$ cat config.mk
export PLATFORM = sky130hd
export DESIGN_NAME = uart_tx_arbiter
export DESIGN_NICKNAME = d
export VERILOG_FILES = /design/src/rtl/gsm_link_pkg.sv /design/src/rtl/uart_tx_arbiter_rr_pick.sv /design/src/rtl/uart_tx_arbiter.sv
export SDC_FILE = /design/constraint.sdc
export NUM_CORES = 1
export LEC_CHECK = 0
export CAP_MARGIN = 20
export CORE_ASPECT_RATIO = 1.4
export CORE_MARGIN = 1
export CORE_UTILIZATION = 52
export DETAILED_ROUTE_END_ITERATION = 6
export GPL_ROUTABILITY_DRIVEN = 0
export PLACE_DENSITY = 0.84
export SYNTH_ARGS = -nofsm -noshare
export SYNTH_HDL_FRONTEND = slang
export SYNTH_SLANG_ARGS = --single-unit
export TNS_END_PERCENT = 30
$ cat constraint.sdc
create_clock -name clk -period 2.7 [get_ports clk]
set_input_delay 0.27 -clock clk [delete_from_list [all_inputs] [get_ports clk]]
set_output_delay 0.27 -clock clk [all_outputs]
set_load 0.01 [all_outputs]
$ cat src/rtl/gsm_link_pkg.sv
// Shared types and UART handshake constants for the GSM link transmit path.
package gsm_link_pkg;

  localparam int BYTE_W = 8;

  // Default inter-byte spacing and tx_done watchdog, shared with the GSM sender.
  localparam int GSM_GAP_CYCLES     = 90000;
  localparam int GSM_TIMEOUT_CYCLES = 1000000;

  typedef enum logic [1:0] {
    IDLE,
    LOAD,
    WAIT,
    GAP
  } arb_state_e;

  function automatic int max_int(input int a, input int b);
    return (a > b) ? a : b;
  endfunction

endpackage

$ cat src/rtl/uart_tx_arbiter_rr_pick.sv
// Combinational round-robin picker: first asserted req searching upward from rr_ptr+1 with wrap.
module rr_pick #(
  parameter int N_REQ = 2,
  parameter int IDX_W = $clog2(N_REQ)
) (
  input  logic [N_REQ-1:0] req,
  input  logic [IDX_W-1:0] rr_ptr,
  output logic [N_REQ-1:0] gnt,
  output logic [IDX_W-1:0] idx
);

  logic [IDX_W-1:0] cand;

  // NOTE: every output of this always_comb gets a default before any branch; a path that
  // leaves one unassigned would infer a latch.
  always_comb begin
    gnt  = '0;
    idx  = '0;
    cand = '0;
    // Walk from the farthest candidate back to the nearest so the nearest match wins.
    for (int k = N_REQ; k >= 1; k--) begin
      cand = IDX_W'((int'(rr_ptr) + k) % N_REQ);
      if (req[cand]) begin
        gnt       = '0;
        gnt[cand] = 1'b1;
        idx       = cand;
      end
    end
  end

endmodule

$ cat src/rtl/uart_tx_arbiter.sv
// Shares one UART transmitter between N_REQ byte-stream requesters: packet-locked round-robin
// grants, programmable inter-byte gap, and timeout recovery from a lost tx_done.
module uart_tx_arbiter
  import gsm_link_pkg::*;
#(
  parameter int N_REQ          = 2,
  parameter int GAP_CYCLES     = GSM_GAP_CYCLES,
  parameter int TIMEOUT_CYCLES = GSM_TIMEOUT_CYCLES
) (
  input  logic                    clk,
  input  logic                    rst,
  input  logic [N_REQ-1:0]        req,
  input  logic [N_REQ-1:0]        byte_vld,
  input  logic [N_REQ-1:0]        byte_last,
  input  logic [BYTE_W*N_REQ-1:0] byte_data,
  output logic [N_REQ-1:0]        byte_ack,
  output logic [N_REQ-1:0]        grant,
  output logic                    tx_enable,
  output logic [BYTE_W-1:0]       tx_data,
  input  logic                    tx_done,
  output logic                    busy,
  output logic                    timeout_err
);

  localparam int IDX_W = $clog2(N_REQ);
  localparam int CNT_W = $clog2(max_int(GAP_CYCLES, TIMEOUT_CYCLES) + 1);
  // GAP_CYCLES=0 shares the terminal count of 1, so GAP still lasts one cycle.
  localparam logic [CNT_W-1:0] GAP_TC = CNT_W'((GAP_CYCLES == 0) ? 0 : GAP_CYCLES - 1);
  localparam logic [CNT_W-1:0] TO_TC  = CNT_W'(TIMEOUT_CYCLES - 1);

  arb_state_e        state_q, state_d;
  logic [IDX_W-1:0]  rr_ptr_q, rr_ptr_d;
  logic [IDX_W-1:0]  own_q, own_d;
  logic [CNT_W-1:0]  cnt_q, cnt_d;
  logic              last_q, last_d;
  logic [N_REQ-1:0]  grant_d, byte_ack_d;
  logic              tx_enable_d, busy_d, timeout_err_d;
  logic [BYTE_W-1:0] tx_data_d;
  logic [N_REQ-1:0]  pick_gnt;
  logic [IDX_W-1:0]  pick_idx;
  logic [BYTE_W-1:0] lanes [N_REQ];

  for (genvar i = 0; i < N_REQ; i++) begin : g_lane
    assign lanes[i] = byte_data[i*BYTE_W +: BYTE_W];
  end

  rr_pick #(.N_REQ(N_REQ), .IDX_W(IDX_W)) u_rr_pick (
    .req    (req),
    .rr_ptr (rr_ptr_q),
    .gnt    (pick_gnt),
    .idx    (pick_idx)
  );

  always_comb begin
    state_d       = state_q;
    rr_ptr_d      = rr_ptr_q;
    own_d         = own_q;
    cnt_d         = cnt_q;
    last_d        = last_q;
    grant_d       = grant;
    tx_enable_d   = tx_enable;
    tx_data_d     = tx_data;
    byte_ack_d    = '0;
    timeout_err_d = 1'b0;

    unique case (state_q)
      IDLE: begin
        if (|req) begin
          grant_d = pick_gnt;
          own_d   = pick_idx;
          state_d = LOAD;
        end
      end
      LOAD: begin
        if (!req[own_q]) begin
          grant_d  = '0;
          rr_ptr_d = own_q;
          state_d  = IDLE;
        end else if (byte_vld[own_q]) begin
          tx_data_d   = lanes[own_q];
          tx_enable_d = 1'b1;
          byte_ack_d  = grant;
          last_d      = byte_last[own_q];
          cnt_d       = '0;
          state_d     = WAIT;
        end
      end
      WAIT: begin
        // tx_done is checked first so a completion on the timeout cycle is not an error.
        if (tx_done) begin
          tx_enable_d = 1'b0;
          cnt_d       = '0;
          state_d     = GAP;
        end else if (cnt_q == TO_TC) begin
          tx_enable_d   = 1'b0;
          timeout_err_d = 1'b1;
          grant_d       = '0;
          rr_ptr_d      = own_q;
          cnt_d         = '0;
          state_d       = IDLE;
        end else begin
          cnt_d = cnt_q + 1'b1;
        end
      end
      GAP: begin
        if (cnt_q == GAP_TC) begin
          cnt_d = '0;
          if (last_q || !req[own_q]) begin
            grant_d  = '0;
            rr_ptr_d = own_q;
            state_d  = IDLE;
          end else begin
            state_d = LOAD;
          end
        end else begin
          cnt_d = cnt_q + 1'b1;
        end
      end
      default: state_d = IDLE;
    endcase

    busy_d = (state_d != IDLE);
  end

  // NOTE: sequential state uses non-blocking assignments so every flop samples pre-edge values.
  always_ff @(posedge clk or posedge rst) begin
    if (rst) begin
      state_q     <= IDLE;
      rr_ptr_q    <= IDX_W'(N_REQ - 1);
      own_q       <= '0;
      cnt_q       <= '0;
      last_q      <= 1'b0;
      grant       <= '0;
      byte_ack    <= '0;
      tx_enable   <= 1'b0;
      tx_data     <= '0;
      busy        <= 1'b0;
      timeout_err <= 1'b0;
    end else begin
      state_q     <= state_d;
      rr_ptr_q    <= rr_ptr_d;
      own_q       <= own_d;
      cnt_q       <= cnt_d;
      last_q      <= last_d;
      grant       <= grant_d;
      byte_ack    <= byte_ack_d;
      tx_enable   <= tx_enable_d;
      tx_data     <= tx_data_d;
      busy        <= busy_d;
      timeout_err <= timeout_err_d;
    end
  end

endmodule
-- Word-level counts from Yosys, hierarchy flattened
Cells that the tools add are included.
- register bits after elaboration: 40
- input bits: 25
- output and inout bits: 15
- word-level logic and storage cells: 109
- add/subtract/negate cells: 3
- $lt $le $gt $ge: 6
- eq/ne operators: 14
- multiplexer cells: 59
- bitwise logic cells: 1
- reductions and logical operators: 15
- operators by type and width (kind ; number):
    $mux W20 ; 5
    $pmux W20 S3 ; 1
    $mux W2 ; 17
    $mux W1 ; 27
    $mux W8 ; 3
    $add A20 B1 Y20 const B ; 1
    $eq A20 B17 Y1 const B ; 1
    $eq A20 B20 Y1 const B ; 1
    $ne A2 B2 Y1 const B ; 8
    $pmux W2 S4 ; 2
    $reduce_and A6 Y1 ; 2
    $lt A1 B2 Y1 const B ; 3
    $reduce_and A3 Y1 ; 2
    $eq A2 B2 Y1 const B ; 2
    $reduce_and A4 Y1 ; 1
    $reduce_bool A2 Y1 ; 2
    $ne A3 B3 Y1 const B ; 1
    $pmux W1 S3 ; 1
    $reduce_bool A3 Y1 ; 1
    $add A1 B1 Y1 const B ; 2
    $demux W1 S1 ; 2
    $eq A2 B1 Y1 const B ; 1
    $ge A1 B1 Y1 const B ; 2
    $ge A2 B2 Y1 const B ; 1
    8 further kinds ; 9

-- Longest topological paths before layout
- depth after elaboration: 9
- gate-level depth with buffers: 8
- depth with buffers taken out: 6

-- Hierarchy
Synthesis repeated with hierarchy kept, for this count alone.
- cell total of the unflattened synthesis: 264
- area total of the unflattened synthesis: 2321.0 um2
- modules (own cells, without submodules) (module ; times used ; cells each ; area each (um2) ; sequential area each (um2)):
    uart_tx_arbiter ; 1 ; 260 ; 2294.7 ; 1002.2
    rr_pick ; 1 ; 4 ; 26.3 ; 0.0

-- Worst setup path after synthesis
OpenSTA, ideal clock, no wires.
- path kind: register -> register
- start: reg cnt_q[11]
- end: reg grant[1]
- library setup time: 0.122 ns
- arrival: 1.982 ns
- required time: 2.578 ns
- slack: 0.596 ns
- cell stages (with the launch flop): 6
- buffers on the path: 0
- clock period less this slack: 2.104 ns
- cells stage by stage: dfrtp_1 or4b_4 nor4_4 a311oi_1 or3_1 a32o_1
- longest elaborated chain between the ends: 3
- elaborated cells on any way between the ends: 5
- classes of those cells: eq/ne (4); reduce/logical (1)
- RTL lines (element ; line ; text):
    start: declaration ; uart_tx_arbiter.sv:34 ; logic [CNT_W-1:0] cnt_q, cnt_d;
    start signal: assignment ; uart_tx_arbiter.sv:143 ; cnt_q <= cnt_d;
    $eq A20 B17 Y1 / $eq A20 B20 Y1 (equally long branches) ; uart_tx_arbiter.sv:106, uart_tx_arbiter.sv:94 ;
    $ne A2 B2 Y1 (no line) ; -- ;
    $reduce_and A6 Y1 (no line) (*) ; -- ;
    end signal: assignment ; uart_tx_arbiter.sv:145 ; grant <= grant_d;
    end: declaration ; uart_tx_arbiter.sv:17 ; output logic [N_REQ-1:0] grant,
Mark *: on every way between the ends. The rest lies on a longest branch, timed or not.
A chain may end at the register's enable or synchronous reset.

-- Worst setup path after layout
Same ends and word-level chain as after synthesis.

==> metrics.md <==
| Metric | Value |
|---|---|
| Setup violators final | 0 |
| Pre-CTS setup slack | 444.6 ps |
| Die H | 78.52 um |
| Worst hold path type | primary input to async pin |
| Number of global-route vias before repair | 1993 |
| Synth area leaders | dfrtp_1, nand2_1, nor2_1 |
| Nets | 314 |
| Post-synthesis net count | 270 |
| Slew Viols, Final | 0 |
| Hold Buf Count CTS | 0 |
| Max Clk Rate | 0.4289 GHz |
| Synth top area share | 0.4488 |
| Kind of critical path | flip-flop to flip-flop |
| Placement Rows | 27 |
| Via Count | 2012 |
| H-tree depth | 2 |
| Post-synthesis sequential area ratio | 0.4609 |
| Flops & latches, synth | 40 |
| IO buf count | 39 |
| Largest net degree at the start of global routing | 41 |
| Area added between synthesis and finish | 25.89% |
| # IOs | 40 |
| CP Capture Type | flip-flop |
| Slew @ Worst Pin | 512.3 ps |
| Slew headroom | 0.6585 |
| CP Max Fanout | 7 |
| Layout cells sized above 1 | 0.08651 |
| CP peak stage delay | 550 ps |
| CTS tree | built |
| Antenna viol nets, final | 0 |
| HPWL after DPL | 3672 um |
| Leak | 0.001194 uW |
| Commonest non-fill, non-tap cells in the layout | dfrtp_1, clkdlybuf4s50_1, nand2_1 |
| Max Cap Violations | 0 |
| Synthesized netlist cell count | 244 |
| CTS Buffer Depth | 2 |
| Die ar. | 4448 um^2 |
| N_diodes | 0 |
| DRT Wirelength | 5255 um |
| DRC violations left | 0 |
| GRT Residual Overflow | 0 |
| CTS resizes | 0 |
| Global Route Usage Sum | 0.2534 |
| Peak VDD IR | 816.1 uV |
| Routed vias/inst | 6.060 |
| Post-CTS Setup Inserts | 0 |
| Sum Neg Setup Slack | 0 ps |
| Initial antenna violation count | 0 |
| Core footprint | 3953 um^2 |
| First-pass DRT Iterations | 6 |
| Tot Pwr | 2419 uW |
| Hold Fails Final Rpt | 0 |
| Post-synth top area cell | dfrtp_1 |
| Top cell family by delay on the critical path | simple AND/OR/NAND/NOR gates |
| Power Density | 883.5 nW/um^2 |
| Ys Warns | 0 |
| Slowest stage cell, crit path | or4b_4 |
| Initial Utilization | 0.5502 |
| Fin crit share | 0.8636 |
| First-pass GRT wire length | 8887 um |
| Crit path arrival time | 2520 ps |
| Num CTS Buffers | 5 |
| TritonCTS Sinks | 40 |
| Routed WL per cell | 15.83 um |
| Final instance area | 2738 um^2 |
| Outcome | finished clean |
| Primary FF master, synth | dfrtp_1 |
| Worst-path clk slew | 80 ps |
| Clock Skew | 10.76 ps |
| Setup WS post-layout | 368.2 ps |
| RSZ-0062 raised after global routing | no |
| Avg Cell Area, Syn | 8.912 um^2 |
| Worst path bufs/invs | 0 |
| Placed instance area | 2648 um^2 |
| Critical path launch point type | flip-flop |
| Fill count | 319 |
| Chip width | 56.66 um |
| DRT iter0 DRCs | 100 |
| Synth Cell Area | 2175 um^2 |
| Async set-reset flop share out of synthesis | 1.000 |
| CP required | 2890 ps |
| Root Driver | clkbuf_8 |
| Worst-path cell chain | or4b_4, nor4_4, a311oi_1, or3_1, a32o_1 |
| Period minus WS final | 2332 ps |
| Worst-Skew Late Latency | 300 ps |
| Post-synth EDFFs | 0 |
| Cell variety after synth | 45 |
[stage by stage]
stage / std cells / hold slack [ps] / util
2_1_floorplan: 244 / 419.8 / -
3_3_place_gp: 324 / 476.8 / 0.6698
3_5_place_dp: 324 / 486.9 / 0.6698
4_1_cts: 332 / 409.4 / 0.6926
5_1_grt: 332 / 459.7 / 0.6926
6_report: 332 / 382.9 / 0.6926
[cells in the mapped netlist, drive strengths merged (4+ instances only)]
cell type	instances
o22ai	7
nand2	32
or3	4
and3	6
nand3	5
and2	5
dfrtp	39
mux2i	9
nor3	5
o211ai	4
o21ai	12
nor2	28
clkbuf	9
inv	8
a21oi	20
[worst reg2reg max path: cells and delay by family, from the launching register on]
kind             cells  cell delay (ps)
AO/OA/AOI/OAI        2              430
AND/OR/NAND/NOR      3             1350
flip-flops           1              440
[metal layers]
layer / global-route usage / wire length, um
met1: 0.2919 / 2080
met2: 0.4576 / 2828
met3: 0.04613 / 242
met4: 0.09756 / 103
met5: 0 / 0
[registers in the layout, indices dropped and copies added (netlist names)]
register	cells
grant	2
own_q	1
rr_ptr_q	1
state_q	2
tx_data	8
last_q	1
tx_enable	1
busy	1
byte_ack	2
cnt_q	20
timeout_err	1
[cell type report]
class,instances,area [um^2],share of cell area
multi-input combinational,184,1096,0.4004
sequential,40,1002,0.3661
timing repair buffer,49,465.4,0.1700
clock buffer,8,90.09,0.03291
tap,43,53.80,0.01965
inverter,8,30.03,0.01097
[report_power, final]
part,internal (uW),switching [uW]
logic,508,574
clock network,209,214
registers,769,144
[path summary, 6_finish.rpt]
| check | end | slack (ps) | cells past startpoint | startpoint |
|---|---|---|---|---|
| max | grant[1] | 370 | 5 | cnt_q[11] |
| min | cnt_q[1] | 380 | 3 | rst |
| max reg2reg | grant[1] | 370 | 5 | cnt_q[11] |
| min reg2reg | cnt_q[0] | 510 | 1 | cnt_q[0] |
| max in group asynchronous | rr_ptr_q | 1950 | 3 | rst |
| min in group clk | cnt_q[0] | 510 | 1 | cnt_q[0] |
[logic make-up after synthesis]
kind of cell,after synthesis,share of synthesized area
multiplexers,11,0.05178
adder cells (fa/ha/maj),1,0.005753
AND/OR/NAND/NOR,108,0.2549
buffers and inverters,20,0.03510
AO/OA/AOI/OAI,58,0.1674
flip-flops,40,0.4609
XOR/XNOR,6,0.02417
(Power assumes the default switching activity.)
==> edit (config.mk and constraints unchanged) <==
`BYTE_W`: 8 -> 9.
--- a/src/rtl/gsm_link_pkg.sv
+++ b/src/rtl/gsm_link_pkg.sv
@@ -1,7 +1,7 @@
 // Shared types and UART handshake constants for the GSM link transmit path.
 package gsm_link_pkg;
 
-  localparam int BYTE_W = 8;
+  localparam int BYTE_W = 9;
 
   // Default inter-byte spacing and tx_done watchdog, shared with the GSM sender.
   localparam int GSM_GAP_CYCLES     = 90000;
Interface: changed (resized byte_data and tx_data); port bits go from 40 to 43. The function was not compared with the original's and may differ.
==> edit against the unedited design <==
Worst setup slack improved by 0.077 ns. First-iteration DRC count increased by 21%. Power shrank 2.9%. Final area increased by 3.4%. Routed wire length fell by 3.7%. Sequential cell count increased by 1. Area after synthesis grew 4.3%.
==> edit: results (changes against the unedited design) <==
Global Route met1 Usage = 28.1% (-1.1 points)
first-pass GRT wire length = 8870 um (-0.16%)
Hold Slack = 0.405 ns (+0.0217 ns)
largest net degree at the start of global routing = 42 (+2.4%)
status = complete, no violations
drt total wl = 5060 um (-3.7%)
Synth area leaders = dfrtp_1 44%, nand2_1 4.8%, mux2i_1 4.4%, nor2_1 4.3%, a21oi_1 4.2%
routing usage on met3 = 7.25% (+2.6 points)
Regs by FF count = cnt_q: 20 flops, tx_data: 9 flops
setup slack, reg-to-reg = 0.44 ns (+0.08 ns)
clk root buf = clkbuf_8
ys async rst share = 100% (unchanged)
Setup Skew = 0.00547 ns (-0.00529 ns)
Leak Pwr = 1.15 nW (-3.4%)
Clk Latency, worst-skew pair = 0.29 ns
worst vdd ir = 581 uV (-29%)
H-Tree Depth = 2 (unchanged)
1st-iter DRT viols = 121 (+21%)
worst endpoint data arrival time = 2.42 ns (-0.10 ns)
Synth cell types = 46 (+2.2%)
layout cells sized above 1 = 7.72% (-0.93 points)
cts repair resizes = 0 (unchanged)
worst hold path class = in2async
sequential fraction of the synthesis area = 45.3% (-0.80 points)
top_reg_cell synth = dfrtp_1
GRT Total Usage = 24.7% (-0.59 points)
yosys warns = 0 (unchanged)
Finished Layout Cells = 343 (+3.3%)
M2 GR Usage = 41.4% (-4.4 points)
Worst-Margin Slew = 0.516 ns (+0.00373 ns)
via/cell ratio = 5.90 (-2.7%)
antenna violations before repair = 0 (unchanged)
total CTS buffers = 5 (unchanged)
setup bufs post-CTS = 0 (unchanged)
post-DP HPWL = 3690 um (+0.50%)
router iterations before antenna repair = 4 (-2)
Reg clk slew, reported paths = 0.07 ns
vias in the first global route = 2048 (+2.8%)
Ant. Diodes = 0 (unchanged)
Avg Synthesized Cell Area = 8.93 sq um (+0.21%)
clk buf depth = 2 (unchanged)
final-stage net count = 325 (+3.5%)
Port Buf Inserts = 42 (+7.7%)
Placed Instance Area = 2750 sq um (+3.9%)
Synth Net Count = 282 (+4.4%)
crit path max fanout = 8 (+1)
Synth top cells by count = 40 x dfrtp_1, 29 x nand2_1, 26 x nor2_1
edit: cell types whose count changed in the layout (fill, tap and decap cells not counted), moves of 3 or more:
cell / delta
a31oi_1: +4
clkdlybuf4s50_1: +3
nand2_1: -3
nand2b_1: +6
nor3_1: +3
o21ai_0: +3
edit: layout make-up:
class | instances | area [sq um]
tap | 45 | 56.3
inverter | 9 | 33.8
sequential | 41 | 1030
multi-input combinational | 190 | 1150
clock buffer | 8 | 80.1
fill | 356 | 1370
timing repair buffer | 50 | 480
edit: final timing paths:
| kind | start | depth (start not counted) | to |
|---|---|---|---|
| worst max-delay path | cnt_q[5] | 6 | cnt_q[10] |
| worst min-delay path | rst | 3 | tx_data[6] |
| worst max register to register | cnt_q[5] | 6 | cnt_q[10] |
| worst min register to register | grant[0] | 1 | byte_ack[0] |
| max in group asynchronous | rst | 3 | rr_ptr_q |
| min in group clk | grant[0] | 1 | byte_ack[0] |
edit: cells by family (layout without fill, tap and decap cells):
logic type      after synthesis  count (layout)  synth area share (%)
xor+xnor                      6               6                  2.32
buf+inv                      23              67                  3.86
flops                        41              41                  45.3
simple gates                108             108                  25.5
fa+ha+maj                     1               1                 0.551
compound gates               64              64                  17.5
mux                          11              11                  4.91
edit: power breakdown:
part	total [W]	internal (W)	switching [W]	leakage, nW
logic	0.00104	0.000500	0.000539	0.591
registers	0.000931	0.000779	0.000152	0.522
clock network	0.000379	0.000184	0.000196	0.0395
total	0.00235	0.00146	0.000887	1.15
edit: stage by stage:
| stage | setup WS, ns | power, W | utilization (%) |
|---|---|---|---|
| CTS | 0.452 | 0.00236 | 67.4 |
| floorplan | 0.697 | 0.00154 | - |
| global route | 0.272 | 0.00253 | 67.4 |
| detailed placement | 0.424 | 0.00198 | 65.4 |
| finish | 0.445 | 0.00235 | 67.4 |
| global placement | 0.518 | 0.00195 | 65.4 |
edit: worst max-delay path, cell delays in order (launching register included):
cell	delay (ns)
dfrtp_1	0.45
or4b_4	0.55
nor4b_4	0.23
a31oi_2	0.19
nor2_1	0.37
buf_4	0.23
o211ai_1	0.11
edit: routing by layer:
layer	routed length, um	share of wire [%]
met5	0	0
met1	2000	40
met2	2580	51
met4	107	2.1
met3	367	7.3
